$ cat config.mk
export PLATFORM = sky130hd
export DESIGN_NAME = minimig_zorro_mapper
export DESIGN_NICKNAME = d
export VERILOG_FILES = /design/src/rtl/minimig_zorro_mapper.sv
export SDC_FILE = /design/constraint.sdc
export NUM_CORES = 1
export LEC_CHECK = 0
export BUFFER_PORTS_ARGS = -buffer_cell sky130_fd_sc_hd__buf_2
export CORE_UTILIZATION = 61
export CTS_CLUSTER_SIZE = 10
export DETAILED_ROUTE_END_ITERATION = 10
export GPL_ROUTABILITY_DRIVEN = 0
export PLACE_DENSITY = 0.93
export SLEW_MARGIN = 20
export SYNTH_ARGS = -nofsm -noshare
export SYNTH_HDL_FRONTEND = slang
export SYNTH_SLANG_ARGS = --single-unit
export TNS_END_PERCENT = 1
$ cat constraint.sdc
create_clock -name clk -period 5.6 [get_ports clk]
set_clock_uncertainty 0.15 [all_clocks]
set_input_delay 0 -clock clk [delete_from_list [all_inputs] [get_ports clk]]
set_output_delay 0 -clock clk [all_outputs]
set_load 0.02 [all_outputs]
$ cat src/rtl/minimig_zorro_mapper.sv
`default_nettype none
// ============================================================================
// Module   : minimig_zorro_mapper
// Purpose  : Zorro II/III autoconfig chain sequencer and board window decoder.
// Revision : 1.0 - initial release
// ============================================================================
module minimig_zorro_mapper #(
  parameter logic [3:0] Z3_MASK = 4'b0110
) (
  input  logic        clk,
  input  logic        reset,
  input  logic        clk7_en,
  input  logic [7:0]  address_in,
  input  logic [15:0] data_in,
  input  logic        hwr,
  input  logic        lwr,
  input  logic        sel,
  input  logic [3:0]  board_present,
  input  logic [15:0] board_size,
  input  logic [15:0] cpu_addr,
  output logic [2:0]  cur_board,
  output logic [3:0]  board_configured,
  output logic [3:0]  board_shutup,
  output logic [3:0]  ram_sel,
  output logic        autoconfig_done
);

  typedef enum logic [1:0] {
    ST_INIT  = 2'd0,
    ST_CHAIN = 2'd1,
    ST_DONE  = 2'd2
  } state_t;

  localparam logic [8:0] c_OFF_BASE_HI = 9'h044;
  localparam logic [8:0] c_OFF_BASE_LO = 9'h048;
  localparam logic [8:0] c_OFF_SHUTUP  = 9'h04C;
  localparam logic [2:0] c_NULL_BOARD  = 3'b111;

  state_t      r_state, w_state_nxt;
  logic [3:0]  r_present;
  logic [2:0]  r_cur_board, w_cur_nxt;
  logic [3:0]  r_configured, r_shutup, r_ram_sel, w_hit;
  logic        r_done, w_done_nxt;
  logic [15:0] r_base [4];

  logic [8:0]  w_off;
  logic [7:0]  w_byte;
  logic [1:0]  w_idx;
  logic        w_is_z3, w_wr;
  logic        w_wr_lo, w_wr_hi, w_clr_hi, w_mark_cfg, w_mark_shut, w_adv;
  logic        w_unused;

  assign w_off    = {address_in, 1'b0};
  assign w_byte   = data_in[15:8];
  assign w_idx    = r_cur_board[1:0];
  assign w_is_z3  = Z3_MASK[w_idx];
  assign w_wr     = clk7_en & sel & hwr & (r_state == ST_CHAIN);
  assign w_unused = ^{lwr, data_in[7:0]};

  // Lowest populated slot at or above lo; null when the chain has run out.
  function automatic logic [2:0] next_present(input logic [3:0] pres, input int lo);
    logic [2:0] w_found;
    w_found = c_NULL_BOARD;
    for (int i = 3; i >= 0; i--) begin
      if (pres[i] && i >= lo) w_found = 3'(i);
    end
    return w_found;
  endfunction

  always_comb begin
    w_state_nxt = r_state;
    w_cur_nxt   = r_cur_board;
    w_done_nxt  = r_done;
    w_wr_lo     = 1'b0;
    w_wr_hi     = 1'b0;
    w_clr_hi    = 1'b0;
    w_mark_cfg  = 1'b0;
    w_mark_shut = 1'b0;
    w_adv       = 1'b0;
    case (r_state)
      ST_INIT: begin
        w_cur_nxt = next_present(board_present, 0);
        if (board_present == 4'b0000) begin
          w_state_nxt = ST_DONE;
          w_done_nxt  = 1'b1;
        end else begin
          w_state_nxt = ST_CHAIN;
        end
      end
      ST_CHAIN: begin
        if (w_wr) begin
          if (w_off == c_OFF_SHUTUP) begin
            w_mark_shut = 1'b1;
            w_adv       = 1'b1;
          end else if (w_off == c_OFF_BASE_LO) begin
            // Z3 boards take $48 as the low byte and wait for $44 to finish.
            w_wr_lo = 1'b1;
            if (!w_is_z3) begin
              w_clr_hi   = 1'b1;
              w_mark_cfg = 1'b1;
              w_adv      = 1'b1;
            end
          end else if (w_off == c_OFF_BASE_HI && w_is_z3) begin
            w_wr_hi    = 1'b1;
            w_mark_cfg = 1'b1;
            w_adv      = 1'b1;
          end
          if (w_adv) begin
            w_cur_nxt = next_present(r_present, int'(r_cur_board) + 1);
            if (w_cur_nxt == c_NULL_BOARD) begin
              w_state_nxt = ST_DONE;
              w_done_nxt  = 1'b1;
            end
          end
        end
      end
      default: ;
    endcase
  end

  always_ff @(posedge clk) begin
    if (reset) begin
      r_state      <= ST_INIT;
      r_cur_board  <= c_NULL_BOARD;
      r_present    <= 4'b0000;
      r_configured <= 4'b0000;
      r_shutup     <= 4'b0000;
      r_done       <= 1'b0;
      r_ram_sel    <= 4'b0000;
      for (int i = 0; i < 4; i++) r_base[i] <= 16'h0000;
    end else begin
      r_state     <= w_state_nxt;
      r_cur_board <= w_cur_nxt;
      r_done      <= w_done_nxt;
      r_ram_sel   <= w_hit;
      if (r_state == ST_INIT) r_present <= board_present;
      if (w_mark_cfg)  r_configured[w_idx] <= 1'b1;
      if (w_mark_shut) r_shutup[w_idx]     <= 1'b1;
      if (w_wr_lo)     r_base[w_idx][7:0]  <= w_byte;
      if (w_wr_hi)     r_base[w_idx][15:8] <= w_byte;
      if (w_clr_hi)    r_base[w_idx][15:8] <= 8'h00;
    end
  end

  for (genvar i = 0; i < 4; i++) begin : g_decode
    logic [3:0]  w_n;
    logic [15:0] w_mask;
    logic        w_z2_ok;
    assign w_n     = (board_size[4*i +: 4] > 4'd12) ? 4'd12 : board_size[4*i +: 4];
    assign w_mask  = 16'hFFFF << w_n;
    // Z2 windows live below 16 MB, so the top address byte must be clear.
    assign w_z2_ok = Z3_MASK[i] | (cpu_addr[15:8] == 8'h00);
    assign w_hit[i] = r_configured[i] & w_z2_ok &
                      ((cpu_addr & w_mask) == (r_base[i] & w_mask));
  end

  assign cur_board        = r_cur_board;
  assign board_configured = r_configured;
  assign board_shutup     = r_shutup;
  assign ram_sel          = r_ram_sel;
  assign autoconfig_done  = r_done;

endmodule
`default_nettype wire
==> results of run 1 <==
sequential cells by signal (all words and copies together), names as in the netlist:
register,cells
cur_board,3
autoconfig_done,1
r_base,64
r_state,2
board_shutup,4
ram_sel,4
r_present,4
board_configured,4
layout make-up:
class	instances	area, um2
Sequential cell	86	2360
Multi-Input combinational cell	318	2170
Fill cell	470	1830
Timing Repair Buffer	94	581
Clock buffer	10	128
Tap cell	99	124
Clock inverter	6	92.6
Inverter	11	41.3
worst min-delay path, stage by stage:
cell and delay [ps]:
buf_2 110, and3_1 220, a21oi_1 80, nor2_1 70
worst paths after layout:
kind,slack (ps),depth (start not counted),end
setup / recovery,2290,7,r_base[0][9]
hold / removal,9,4,board_shutup[2]
setup reg to reg,2290,7,r_base[0][9]
hold reg to reg,320,2,board_shutup[1]
power groups by stage:
stage	Clock (uW)	Combinational (uW)	Sequential, uW
3_5_place_dp	0	182	738
2_1_floorplan	0	116	736
3_3_place_gp	0	174	736
5_1_grt	513	215	726
4_1_cts	485	194	723
6_report	483	198	723
routing by layer:
metal,vias to the layer above,track usage [%]
met3,56,5.45
met4,0,19.0
met1,1647,34.0
li1,1722,-
met2,204,50.9
met5,-,0
per-stage QoR:
step | worst slack, ps | cell area, um2 | cells | power [uW] | utilization (%)
6_report | 2290 | 5500 | 624 | 1400 | 75.0
2_1_floorplan | 2650 | 4660 | 435 | 852 | -
3_5_place_dp | 2370 | 5060 | 586 | 920 | 69.0
5_1_grt | 2110 | 5500 | 624 | 1450 | 75.0
4_1_cts | 2350 | 5500 | 624 | 1400 | 75.0
3_3_place_gp | 2490 | 5060 | 586 | 910 | 69.0
kinds of logic after synthesis:
family	share of synthesized area, %
compound gates	11.7
xor+xnor	12.0
fa+ha+maj	1.07
buf+inv	2.69
flops	50.7
mux	0.457
simple gates	21.4
layout by cell type, fill, tap and decap left out, drive strengths merged, types with 8 or more instances in the layout:
cell	synthesis	routed
edfxtp	64	64
inv	11	13
xor2	31	31
nor3	14	14
dfxtp	22	22
nor2	19	19
dlygate4sd3	0	22
buf	3	72
clkbuf	17	10
nand3	8	8
a21oi	34	34
o21ai	21	21
xnor2	33	33
nand2	20	20
and3	19	19
and2	49	49
==> summary.md, run 1 <==
| Metric | Value |
|---|---|
| P_int | about 1000 uW |
| Leak pwr | ~0.0023 uW |
| Count of cell types in the netlist | between 50 and 60 |
| Yosys top cell by area | edfxtp_1 |
| RSZ-0062 raised after global routing | no |
| All-Layer GR Usage | about 30% |
| Post-CTS Setup Bufs | 0 |
| Fmax | between 300 and 400 MHz |
| Vias per cell | approximately 5.8 |
| Synthesized area | ~4700 um2 |
| Clock share of power | between 30 and 40% |
| Switching power | 364 uW |
| Initial Utilization | 63.5% |
| First-pass GRT wire length | roughly 17 mm |
| Max-cap violations | 0 |
| Hold Crit Class | in -> reg |
| Router iterations before antenna repair | 5 |
| Final ANT Viol Nets | 0 |
| Resized cells post-CTS | 0 |
| Port bufs | 72 |
| Seq/Total Area, Yosys | around half |
| Setup crit end kind | register |
| Core box area | 7330 um2 |
| EDFF count, synth | between 60 and 70 |
| CP max FO | 18 |
| RR Startpoint | cur_board[0] |
| Final hold slack | 9.27 ps |
| Slowest cell on crit path | or3b_2 |
| Reg clk slew, reported paths | approximately 90 ps |
| Sequential Power Share | about half |
| Syn-to-layout area delta | 18.0% |
| I/O Pins | between 80 and 90 |
| Remaining DRCs | 0 |
| # nets final | a little under 600 |
| DR vias | roughly 3600 |
| Root Buffer | clkbuf_8 |
| Most frequent cell after synthesis | edfxtp_1 |
| Row count | 31 |
| Initial antenna violation count | 0 |
| H-tree levels | 3 |
| Hold buffer count at CTS | 22 |
| Fin. Hold Viols | 0 |
| Via count of the first global-routing pass | about 3500 |
| CTS Buf Count | 9 |
| Ys flop type | edfxtp_1 |
| Routed wl met3 | approximately 900 um |
| Final HPWL DP | roughly 7.9 mm |
| Buf/Inv on CP | 1 |
| Max Used Layer | met4 |
| Switch share | roughly a quarter |
| Synth Area per Inst | roughly 11 um2 |
| Pwr/cell area | 255 nW/um2 |
| Grt ovf | 0 |
| Max VDD drop | 0.150 mV |
| Largest net degree at the start of global routing | 28 |
| Yosys top cell area share | about two fifths |
| Clock sinks | 86 |
| Post-Syn Nets | between 500 and 600 |
| Max_slew headroom | between 40% and 50% |
| Initial DRC Count | roughly 300 |
| TritonCTS clock tree | done |
| Layout cells sized above 1 | between 20% and 30% |
| Worst skew pair latency | 360 ps |
| Wirelength per Cell | approximately 18 um |
| Diode count | 0 |
| Ys async rst share | 0% |
| Synth cell count leaders | edfxtp_1 (64), and2_1 (49), a21oi_1 (33), xnor2_1 (33), xor2_1 (31) |
| Status | finished, final reports clean |
| Worst Tran Pin Value | 847 ps |
| Yosys warning count | 0 |
| Post-synthesis cell count | around 440 |
| Worst setup SP type | register |
| HP Start | address_in[2] |
| Die Y | slightly below 90 um |
| Die Wd | a little under 90 um |
| CP peak stage delay | ~630 ps |
| Post-Route WL | roughly 11 mm |
| Worst setup path category | reg -> reg |
| M1 WL | approximately 4.2 mm |
| Fin crit share | between 50 and 60% |
| Comb pwr share | about 14% |
| #FFs+latches synth | between 80 and 90 |
| Metal2 WL | about 5.4 mm |
| Cells along the critical path | inv_1 -> ha_1 -> or3b_2 -> nand2_1 -> a21oi_2 -> nor4_4 -> or2_1 |
| Final setup viols | 0 |
| Critical path's top delay family | simple AND/OR/NAND/NOR gates |
| Fin crit period | between 3000 and 4000 ps |
| Critical path arrival | about 3200 ps |
| Setup tns final | 0 ps |
| WP data required | 5490 ps |
| Critical path origin | cur_board[0] |
| Clk buf depth | 2 |
| Synth area leaders | edfxtp_1 (41%), dfxtp_1 (9.5%), and2_1 (6.6%) |
| Final Max Tran Viols | 0 |
| Die area | around 8000 um2 |
Power figures use the tool's default switching activity.
==> inputs of run 2 (changes only) <==
- CORE_UTILIZATION: 61 -> 51
- PLACE_DENSITY: 0.93 -> 0.84
- clock period: 5.6 -> 3 ns (I/O delays scaled with it)
==> summary.md, run 2 (synthesis gave the netlist of run 1 again) <==
| Metric | Value |
|---|---|
| Die Wd | between 90 and 100 um |
| Pwr/cell area | between 400 and 500 nW/um2 |
| HP Start | board_size[6] |
| Initial DRC Count | about 140 |
| Critical path arrival | between 2000 and 2500 ps |
| Final setup viols | 0 |
| H-tree levels | 3 |
| Remaining DRCs | 0 |
| Hold Crit Class | in -> reg |
| Area of the multi-input gates | between 2000 and 2500 um2 |
| Vias per cell | ~5.6 |
| Die area | about 9500 um2 |
| First-pass GRT wire length | ~18 mm |
| Worst reg-to-reg setup slack | a little under 400 ps |
| Capturing point of the worst reg2reg path | r_base[0][4] |
| Fill count | between 600 and 700 |
| Clock sinks | 86 |
| Worst Hold End | ram_sel[1] |
| CTS Buf Count | 9 |
| All-Layer GR Usage | 24.9% |
| Path depth of the worst reg2reg path | 6 |
| Most frequent cells in the layout | buf_2 (72), edfxtp_1 (64), and2_1 (49) |
| Worst Tran Pin Value | slightly above 800 ps |
| Fin crit period | around 2600 ps |
| Via count of the first global-routing pass | 3583 |
| RR Startpoint | cur_board[1] |
| Initial antenna violation count | 0 |
| Worst setup SP type | register |
| Worst setup path category | reg -> reg |
| Status | finished, final reports clean |
| I/O Pins | 82 |
| Leak pwr | roughly 0.0023 uW |
| Post-Route WL | between 10 and 15 mm |
| Initial Utilization | between 50% and 60% |
| Wirelength per Cell | approximately 18 um |
| Largest net degree at the start of global routing | 28 |
| Setup crit end kind | register |
| Row count | 34 |
| # nets final | 600 |
| Setup tns final | 0 ps |
| Flip-flop and latch area | around 2400 um2 |
| Die Y | 97.6 um |
| Root Buffer | clkbuf_8 |
| Worst skew pair latency | between 300 and 400 ps |
| Fmax | approximately 380 MHz |
| Max VDD drop | 0.259 mV |
| Max_slew headroom | between 40% and 50% |
| Hold path cells | 4 |
| TritonCTS clock tree | done |
| Clk buf depth | 2 |
| RSZ-0062 raised after global routing | no |
| Final core occ | approximately 64% |
| Max reg flops | 64 |
| Final HPWL DP | between 8 and 9 mm |
| Router iterations before antenna repair | 4 |
| Layout cells sized above 1 | between 20% and 30% |
| Post-CTS Setup Bufs | 0 |
| Final Max Tran Viols | 0 |
| Fin crit share | 86.8% |
| Most flop-heavy register | r_base |
| Most common cell after layout, fill and taps aside | buf_2 |
| Final ANT Viol Nets | 0 |
| Reg clk slew, reported paths | approximately 80 ps |
| CP max FO | 9 |
| WP data required | roughly 2900 ps |
| Grt ovf | 0 |
| Syn-to-layout area delta | 20.4% |
| Port bufs | 72 |
| Fin. Hold Viols | 0 |
| DR vias | 3574 |
| Diode count | 0 |
| Max-cap violations | 0 |
| Core box area | just under 9000 um2 |
-- run 2: changes by cell type in the layout (fill, tap and decap cells not counted) --
| cell | change |
|---|---|
| buf_4 | +6 |
| dlygate4sd3_1 | +4 |
| clkinv_4 | +2 |
| clkbuf_1 | -1 |
| clkbuf_8 | +1 |
| clkinvlp_4 | -1 |
| inv_6 | -1 |
-- run 2: timing repair --
action / in CTS / in global routing
hold endpoints to repair: 66 / 0
hold buffers: 26 / 0
resized for setup: 0 / 0
-- run 2: layout make-up --
cell class / count / share of cell area [%]
Clock buffer: 10 / 2.45
Clock inverter: 6 / 1.67
Inverter: 11 / 0.736
Multi-Input combinational cell: 318 / 38.7
Sequential cell: 86 / 42.1
Tap cell: 108 / 2.41
Timing Repair Buffer: 104 / 11.9
-- run 2: critical path, stage by stage (launching register included) --
cell	delay [ps]
dfxtp_1	340
inv_1	80
ha_1	330
nand3b_1	180
a211o_4	460
nor4_4	370
or2_1	360
-- run 2: routing by layer --
layer	wire (um)	track usage [%]
met2	5660	42.4
met3	842	4.32
met5	0	0
met4	248	11.3
met1	4550	30.9
-- run 2: power by group --
| part | switching [uW] | internal, uW | total (uW) |
|---|---|---|---|
| registers | 25.1 | 1310 | 1340 |
| logic | 233 | 162 | 395 |
| clock network | 424 | 497 | 921 |
-- run 2: how the worst max path moves through the flow --
| stage | from | end |
|---|---|---|
| finish | cur_board[1] | r_base[0][4] |
| global route | cur_board[0] | r_base[0][5] |
| CTS | cur_board[1] | r_base[0][4] |
| detailed placement | cur_board[1] | r_base[0][6] |
| global placement | cur_board[1] | r_base[0][2] |
| floorplan | cur_board[0] | r_base[0][10] |
-- run 2: metrics by stage --
stage	hold WS, ps	instances	total power, uW	setup slack (ps)	instance area, um2
after CTS	4.06	643	2660	377	5610
final	38.0	643	2650	397	5610
after global routing	48.9	643	2750	223	5610
after detailed placement	124	601	1730	400	5110
after floorplan	-14.0	435	1590	54.4	4660
after global placement	102	601	1720	502	5110
